`src/rtl/pid_pkg.sv`:
```
`default_nettype none
// ============================================================================
// Module   : pid_pkg
// Purpose  : Shared widths and helpers for the PID error decimator.
//            ERR_W  - width of (sample - setpoint), one bit wider than input.
//            ACC_W  - accumulator width; holds 2^decimLog2 errors without wrap.
//                     Gains one guard bit when PID_ERROR_DECIMATOR_ROUND_EN is
//                     defined to absorb the rounding offset.
//            clamp_s - signed clamp of a 64-bit value into [min_v, max_v].
// Macros   : PID_ERROR_DECIMATOR_ROUND_EN (optional round-half-up)
// Revision : 1.0 - initial release
// ============================================================================
package pid_pkg;

  function automatic int ERR_W(input int in_w);
    return in_w + 1;
  endfunction

  function automatic int ACC_W(input int in_w, input int dlog2);
`ifdef PID_ERROR_DECIMATOR_ROUND_EN
    return in_w + 2 + dlog2;
`else
    return in_w + 1 + dlog2;
`endif
  endfunction

  function automatic logic signed [63:0] clamp_s(input logic signed [63:0] value,
                                                 input logic signed [63:0] min_v,
                                                 input logic signed [63:0] max_v);
    if (value > max_v)      return max_v;
    else if (value < min_v) return min_v;
    else                    return value;
  endfunction

endpackage
`default_nettype wire

```
`src/rtl/signed_saturator.sv`:
```
`default_nettype none
// ============================================================================
// Module   : signed_saturator
// Purpose  : Combinational clamp of a signed inLen-bit value into
//            [minValue, maxValue], truncated to outLen bits, plus a flag that
//            is high whenever the clamp altered the value.
// Ports    : i_in  [inLen]  signed value to clamp
//            o_out [outLen] clamped value
//            o_sat          clamp was active
// Revision : 1.0 - initial release
// ============================================================================
module signed_saturator
  import pid_pkg::*;
#(
  parameter int inLen    = 20,
  parameter int outLen   = 16,
  parameter int maxValue = 32767,
  parameter int minValue = -32768
) (
  input  logic signed [inLen-1:0]  i_in,
  output logic signed [outLen-1:0] o_out,
  output logic                     o_sat
);

  logic signed [63:0] w_ext;
  logic signed [63:0] w_clamped;

  assign w_ext     = 64'(i_in);
  assign w_clamped = clamp_s(w_ext, 64'(minValue), 64'(maxValue));
  assign o_out     = w_clamped[outLen-1:0];
  assign o_sat     = (w_clamped != w_ext);

endmodule
`default_nettype wire

```
`src/rtl/pid_error_decimator.sv`:
```
`default_nettype none
// ============================================================================
// Module   : pid_error_decimator
// Purpose  : Subtracts a per-window latched setpoint from strobed ADC samples,
//            boxcar-averages 2^decimLog2 errors and emits one saturated word
//            per window with a single-cycle strobe.
// Ports    : clkIn        system clock (posedge)
//            rstnIn       asynchronous active-low reset
//            sampleIn     signed ADC sample
//            sampleStrobe sampleIn valid
//            setpointIn   signed loop setpoint (latched on first window sample)
//            clearIn      synchronous window abort (wins over sampleStrobe)
//            outWire      registered decimated error
//            outStrobe    one-cycle pulse on outWire update
//            satFlag      latest update was clamped
// Macros   : PID_ERROR_DECIMATOR_ROUND_EN - round-half-up instead of floor
// Revision : 1.0 - initial release
// ============================================================================
module pid_error_decimator
  import pid_pkg::*;
#(
  parameter int inBitDepth  = 16,
  parameter int outBitDepth = 16,
  parameter int decimLog2   = 3,
  parameter int maxValue    = 32767,
  parameter int minValue    = -32768
) (
  input  logic                          clkIn,
  input  logic                          rstnIn,
  input  logic signed [inBitDepth-1:0]  sampleIn,
  input  logic                          sampleStrobe,
  input  logic signed [inBitDepth-1:0]  setpointIn,
  input  logic                          clearIn,
  output logic signed [outBitDepth-1:0] outWire,
  output logic                          outStrobe,
  output logic                          satFlag
);

  localparam int EW = ERR_W(inBitDepth);
  localparam int AW = ACC_W(inBitDepth, decimLog2);

  logic signed [AW-1:0]          r_acc;
  logic        [decimLog2-1:0]   r_cnt;
  logic signed [inBitDepth-1:0]  r_sp;
  logic signed [outBitDepth-1:0] r_out;
  logic                          r_stb;
  logic                          r_sat;

  logic                          w_first;
  logic                          w_last;
  logic signed [inBitDepth-1:0]  w_sp;
  logic signed [EW-1:0]          w_err;
  logic signed [AW-1:0]          w_sum;
  logic signed [AW-1:0]          w_biased;
  logic signed [AW-1:0]          w_shifted;
  logic signed [outBitDepth-1:0] w_sat_out;
  logic                          w_sat_flag;

  assign w_first = (r_cnt == '0);
  // N is a power of two, so the last slot of the window is the all-ones count.
  assign w_last  = &r_cnt;

  // The first sample of a window sees the incoming setpoint directly.
  assign w_sp  = w_first ? setpointIn : r_sp;
  assign w_err = EW'(sampleIn) - EW'(w_sp);
  assign w_sum = r_acc + AW'(w_err);

`ifdef PID_ERROR_DECIMATOR_ROUND_EN
  localparam logic signed [AW-1:0] RND = AW'(1) << (decimLog2 - 1);
  assign w_biased = w_sum + RND;
`else
  assign w_biased = w_sum;
`endif

  // Arithmetic shift: floor division by N for negative sums.
  assign w_shifted = w_biased >>> decimLog2;

  signed_saturator #(
    .inLen    (AW),
    .outLen   (outBitDepth),
    .maxValue (maxValue),
    .minValue (minValue)
  ) u_sat (
    .i_in  (w_shifted),
    .o_out (w_sat_out),
    .o_sat (w_sat_flag)
  );

  always_ff @(posedge clkIn or negedge rstnIn) begin
    if (!rstnIn) begin
      r_acc <= '0;
      r_cnt <= '0;
      r_sp  <= '0;
      r_out <= '0;
      r_stb <= 1'b0;
      r_sat <= 1'b0;
    end else if (clearIn) begin
      // Abort the window; the last published result stays visible.
      r_acc <= '0;
      r_cnt <= '0;
      r_stb <= 1'b0;
    end else if (sampleStrobe) begin
      if (w_first) begin
        r_sp <= setpointIn;
      end
      if (w_last) begin
        r_out <= w_sat_out;
        r_sat <= w_sat_flag;
        r_stb <= 1'b1;
        r_acc <= '0;
        r_cnt <= '0;
      end else begin
        r_acc <= w_sum;
        r_cnt <= r_cnt + 1'b1;
        r_stb <= 1'b0;
      end
    end else begin
      r_stb <= 1'b0;
    end
  end

  assign outWire   = r_out;
  assign outStrobe = r_stb;
  assign satFlag   = r_sat;

endmodule
`default_nettype wire

```
`config.mk`:
```
export PLATFORM = sky130hd
export DESIGN_NAME = pid_error_decimator
export DESIGN_NICKNAME = d
export VERILOG_FILES = /design/src/rtl/pid_pkg.sv /design/src/rtl/signed_saturator.sv /design/src/rtl/pid_error_decimator.sv
export SDC_FILE = /design/constraint.sdc
export NUM_CORES = 1
export LEC_CHECK = 0
export BUFFER_PORTS_ARGS = -buffer_cell sky130_fd_sc_hd__clkbuf_2
export CAP_MARGIN = 10
export CORE_MARGIN = 2
export CORE_UTILIZATION = 48
export DETAILED_ROUTE_END_ITERATION = 7
export PLACE_DENSITY = 0.68
export SYNTH_ARGS = -nofsm -noshare
export SYNTH_HDL_FRONTEND = slang
export SYNTH_HIERARCHICAL = 1
export SYNTH_SLANG_ARGS = --single-unit
```
`constraint.sdc`:
```
create_clock -name clkIn -period 17.6 [get_ports clkIn]
set_input_delay 0.88 -clock clkIn [delete_from_list [all_inputs] [get_ports clkIn]]
set_output_delay 0.88 -clock clkIn [all_outputs]
set_load 0.05 [all_outputs]
```
Word level (Yosys, flattened, before mapping) --
Index checks and enable logic that the tools add are counted.
Storage, ports and cells: register bits 57, output and inout bits 18
Cells by class: $lt $le $gt $ge 2, reductions and logical operators 5, bitwise gates (word level) 1, $add $sub $neg 3, mux-type cells 12, eq/ne operators 1
Operators with widths (number):
- 2-to-1 mux 64 bit | 2
- inequality test 64 x 17 -> 1 bit | 1
- 2-to-1 mux 20 bit | 3
- adder 20 x 17 -> 20 bit | 1
- greater-than comparator 17 x 16 -> 1 bit (second input constant) | 1
- < comparator 17 x 16 -> 1 bit (second input constant) | 1
- subtractor 16 x 16 -> 17 bit | 1
- 2-to-1 mux 16 bit | 1
- 2-to-1 mux 3 bit | 3
- AND reduction 5 bit | 1
- adder 3 x 1 -> 3 bit (second input constant) | 1
- zero test 3 bit | 1
- 2-to-1 mux 1 bit | 3
- AND reduction 3 bit | 1
- AND reduction 2 bit | 1
- nonzero test 2 bit | 1
- NOT 1 bit | 1

Depth between registers and ports, before layout --
word-level depth 8, mapped depth 24, gate-level depth less buffers 22

By module --
Netlist, hierarchy kept.
By module, submodules not included:
- pid_error_decimator | sequential area each 1426.4 um^2, cells an instance 448, area an instance 4192.8 um^2, times used 1
- signed_saturator | sequential area each 0.0 um^2, cells an instance 47, area an instance 270.3 um^2, times used 1

Least setup slack after synthesis --
OpenSTA, ideal clock, no wires.
path kind register to register, from reg r_cnt[0], to reg r_out[10], in the netlist outWire[10], setup slack 11689 ps, stages on the path, launching flop included 24, data arrival time 5783 ps, library setup time 128 ps, required time 17472 ps, cell sequence dfrtp_1 -> inv_1 -> ha_1 -> nor2b_1 -> clkbuf_1 -> buf_1 -> mux2i_1 -> inv_1 -> fa_1 -> inv_1 -> ha_1 -> buf_2 -> a21o_1 -> a31o_1 -> a221oi_1 -> nor2_1 -> a211oi_2 -> xor2_1 -> and4_2 -> nand2_1 -> ha_1 -> clkbuf_1 -> o21ai_0 -> mux2_1
Between the ends: cells in the longest elaborated chain, start to end 7, elaborated cells on any way between the ends 9, classes of those cells add/sub (2); order compare (2); mux (3); reduce/logical (2)
Ends and longest elaborated chain:
- from (decl) | RTL line pid_error_decimator.sv:43 | logic [decimLog2-1:0] r_cnt;
- from (signal assigned) | RTL line pid_error_decimator.sv:114 | r_cnt <= r_cnt + 1'b1;
- zero test 3 bit * | RTL line pid_error_decimator.sv:59 | assign w_first = (r_cnt == '0);
- 2-to-1 mux 16 bit *
- named net w_sp[15] | RTL line pid_error_decimator.sv:51 | logic signed [inBitDepth-1:0] w_sp;
- subtractor 16 x 16 -> 17 bit * | RTL line pid_error_decimator.sv:65 | assign w_err = EW'(sampleIn) - EW'(w_sp);
- adder 20 x 17 -> 20 bit * | RTL line pid_error_decimator.sv:66 | assign w_sum = r_acc + AW'(w_err);
- named net w_biased[19] | RTL line pid_error_decimator.sv:54 | logic signed [AW-1:0] w_biased;
- < comparator 17 x 16 -> 1 bit | RTL line pid_pkg.sv:31 | else if (value < min_v) return min_v;
- 2-to-1 mux 64 bit | RTL line pid_pkg.sv:31
- 2-to-1 mux 64 bit * | RTL line pid_pkg.sv:30 | if (value > max_v) return max_v;
- named net w_sat_out[10] | RTL line pid_error_decimator.sv:56 | logic signed [outBitDepth-1:0] w_sat_out;
- to (signal assigned) | RTL line pid_error_decimator.sv:107 | r_out <= w_sat_out;
- to (decl) | RTL line pid_error_decimator.sv:45 | logic signed [outBitDepth-1:0] r_out;
The timed path passes the listed nets; every way through them passes the cells marked *. A chain may end at the register's enable or synchronous reset.

Final worst setup path --
from reg r_cnt[0], to reg r_out[7], in the netlist outWire[7]
Same word-level chain as after synthesis.

==> qor.yml <==
outcome:
  status: "finished clean"
setup_path:
  worstPathArrival_ns: 6.54
  startpoint: "r_cnt[0]"
  r2r_start: "r_cnt[0]"
  path_cells: "inv_1, ha_1, nor2b_1, mux2i_1, inv_1, fa_1, inv_1, ha_1, a21o_1, a31o_1, a221oi_1, nor2_1, a211oi_2, xor2_1, and4_2, nand2_1, ha_1, o21ai_0, mux2_1"
  crit_path_top_delay_cell: "xor2_1"
  cpPeakStageDelay_ns: 0.75
  cp.required_ns: 17.82
  worst_setup_path_start_kind: "flip-flop"
  critPathKind: "flip-flop to flip-flop"
  cp-end-kind: "flip-flop"
  crit_fanout: 18
floorplan:
  die_h_um: 100
  pin_count: 54
  dieArea_um2: 10100
  fp.coreArea_um2: 9110
  row_count: 35
  start_util_pct: 49.0
  dieWidth_um: 100
drt:
  vias_per_cell: 5.36
  drtPass1Iterations: 5
  vias: 3542
  first_iter_violations: 106
  drc: 0
  ant_nets: 0
  routed_wl_um: 10200
  wire_per_inst_um: 15.4
placed_design:
  gp_congestion: 0.883
  place.port_buffers: 53
  placed_area_um2: 4810
  placed_cells: 646
  post-place-ws_ns: 11.36
  dp_hpwl_um: 7670
clock_network:
  clock_path_buffers: 2
  post_cts_buffers: 0
  hold_buffers: 0
  numCtsBuffers: 9
  clk_pin_slew_worst_paths_ns: 0.07
  cts.repair.resized: 0
  tritoncts: "yes"
  clock_latency_ns: 0.34
  clock_sinks: 57
  cts_max_level: 3
  clockRootBuffer: "clkbuf_8"
logic_synthesis:
  syn_area_per_cell_um2: 9.02
  synthCells: 495
  yosys.cell_count.top_type: "inv_1"
  ys_ff_latch: 57
  ys_seq_area_share_pct: 32.0
  synth_nets: 575
  synth.area.top_cells: "dfrtp_1, fa_1, inv_1"
  yosys_warnings: 6
  synth_common_cells: "inv_1, nand2_1, dfrtp_1"
  synth_top_area_cell: "dfrtp_1"
  synth_ff_type: "dfrtp_1"
  ys_async_sr_fraction_pct: 100
  synth_edf_count: 0
  yosysTopAreaCellShare_pct: 32.0
  synth_cell_types: 60
  synth_area_um2: 4460
timing:
  hold_viol_final: 0
  fmax_mhz: 158
  fin_ws_ns: 11.28
  fin_worst_skew_ns: 0.00680
  fin_crit_sh_pct: 35.9
  setup_viol: 0
  drv_slew: 0
  worst_slew_pin_slew_ns: 1.03
  final.min_clock_period_ns: 6.32
  maxSlewHeadroom_pct: 31.0
  setup_tns_ns: 0
  rsz0062_at_grt: "no"
global_routing:
  grt_overflow_total: 0
  grt_pass1_wl_um: 17200
  grt_max_degree: 58
  track_usage_pct: 22.1
  antenna_found_initial: 0
  grt_pass1_vias: 3600
final_layout:
  finalNetCount: 626
  area_delta_synth_final_pct: 12.7
  n_antenna_cell: 0
  drive_gt1_share_pct: 18.4
  multiInputGateArea_um2: 2600
  seq_area_um2: 1430
  stdcell_area_um2: 5030
  fillers: 868
  fin_cells: 661
run:
  max_cap_viol_count: 0
pwr:
  peakVddDrop_mv: 0.0963
  pwr_density_cell_nw_per_um2: 200
  power.leakage_nw: 2.71
worst_hold_path:
  hold_path.class: "flip-flop to flip-flop"
  min_from: "r_sp[7]"
## flip-flops by register name (all words and copies together) (netlist names)
register	cells
r_acc	20
r_cnt	3
r_sp	16
satFlag	1
outWire	16
outStrobe	1
## report_power, final
group | switching, mW | internal (mW)
logic | 0.431 | 0.267
registers | 0.0150 | 0.158
clock network | 0.0545 | 0.0799
## layer usage
layer | GRT usage [%] | up-vias | routed length, µm
li1 | - | 1758 | -
met1 | 28.0 | 1700 | 4610
met2 | 38.0 | 67 | 5030
met3 | 3.55 | 17 | 305
met4 | 8.54 | 0 | 209
met5 | 0 | - | 0
## path summary, 6_finish.rpt
check	depth (start not counted)	slack, ns	end
max	19	11.28	outWire[7]
min	2	0.47	r_sp[7]
max reg2reg	19	11.28	outWire[7]
min reg2reg	2	0.47	r_sp[7]
max in group asynchronous	2	16.42	r_acc[16]
min in group asynchronous	2	0.69	r_sp[2]
## critical path: cells and delay by family (launching register included)
kind / cells / cell delay, ns
fa+ha+maj: 4 / 1.70
compound gates: 5 / 1.28
simple gates: 4 / 1.03
xor+xnor: 1 / 0.75
mux: 2 / 0.71
flops: 1 / 0.41
buf+inv: 3 / 0.30
## cells by family after synthesis
logic type      share of synthesized area [%]
simple gates                             14.6
buf+inv                                  9.81
xor+xnor                                 2.75
fa+ha+maj                                15.5
flops                                    32.0
compound gates                           16.4
mux                                      9.00
## metrics by stage
stage          utilization (%)  hold slack (ns)  power (mW)
2_1_floorplan                -            0.439       0.729
3_3_place_gp              52.9            0.451       0.856
3_5_place_dp              52.9            0.456       0.869
4_1_cts                   55.2            0.473        1.01
5_1_grt                   55.2            0.492        1.11
6_report                  55.2            0.473        1.00
## area by class of cell
type / instances / share of cell area (%)
Tap cell: 111 / 2.76
Inverter: 94 / 7.02
Clock inverter: 2 / 0.697
Clock buffer: 13 / 3.56
Timing Repair Buffer: 57 / 5.87
Multi-Input combinational cell: 327 / 51.7
Sequential cell: 57 / 28.4
## placed cells by master (no fill, tap or decap), drive strengths merged, types with 3 or more instances in the layout
| master | n |
|---|---|
| xor2 | 8 |
| mux2i | 3 |
| o211ai | 5 |
| a21o | 7 |
| ha | 25 |
| or4 | 3 |
| buf | 4 |
| a31o | 3 |
| nor3 | 4 |
| and3 | 6 |
| clkbuf | 66 |
| nand4 | 6 |
| nand3 | 9 |
| or3 | 5 |
| and2 | 3 |
| dfrtp | 57 |
| nor2 | 19 |
| a221oi | 3 |
| a211oi | 5 |
| a21oi | 14 |
| o21a | 5 |
| o21ai | 31 |
| inv | 94 |
| a22o | 10 |
| nand2 | 65 |
| fa | 19 |
| mux2 | 33 |
| nor2b | 6 |
| xnor2 | 6 |
No activity file was read; power rests on OpenSTA's default activity.
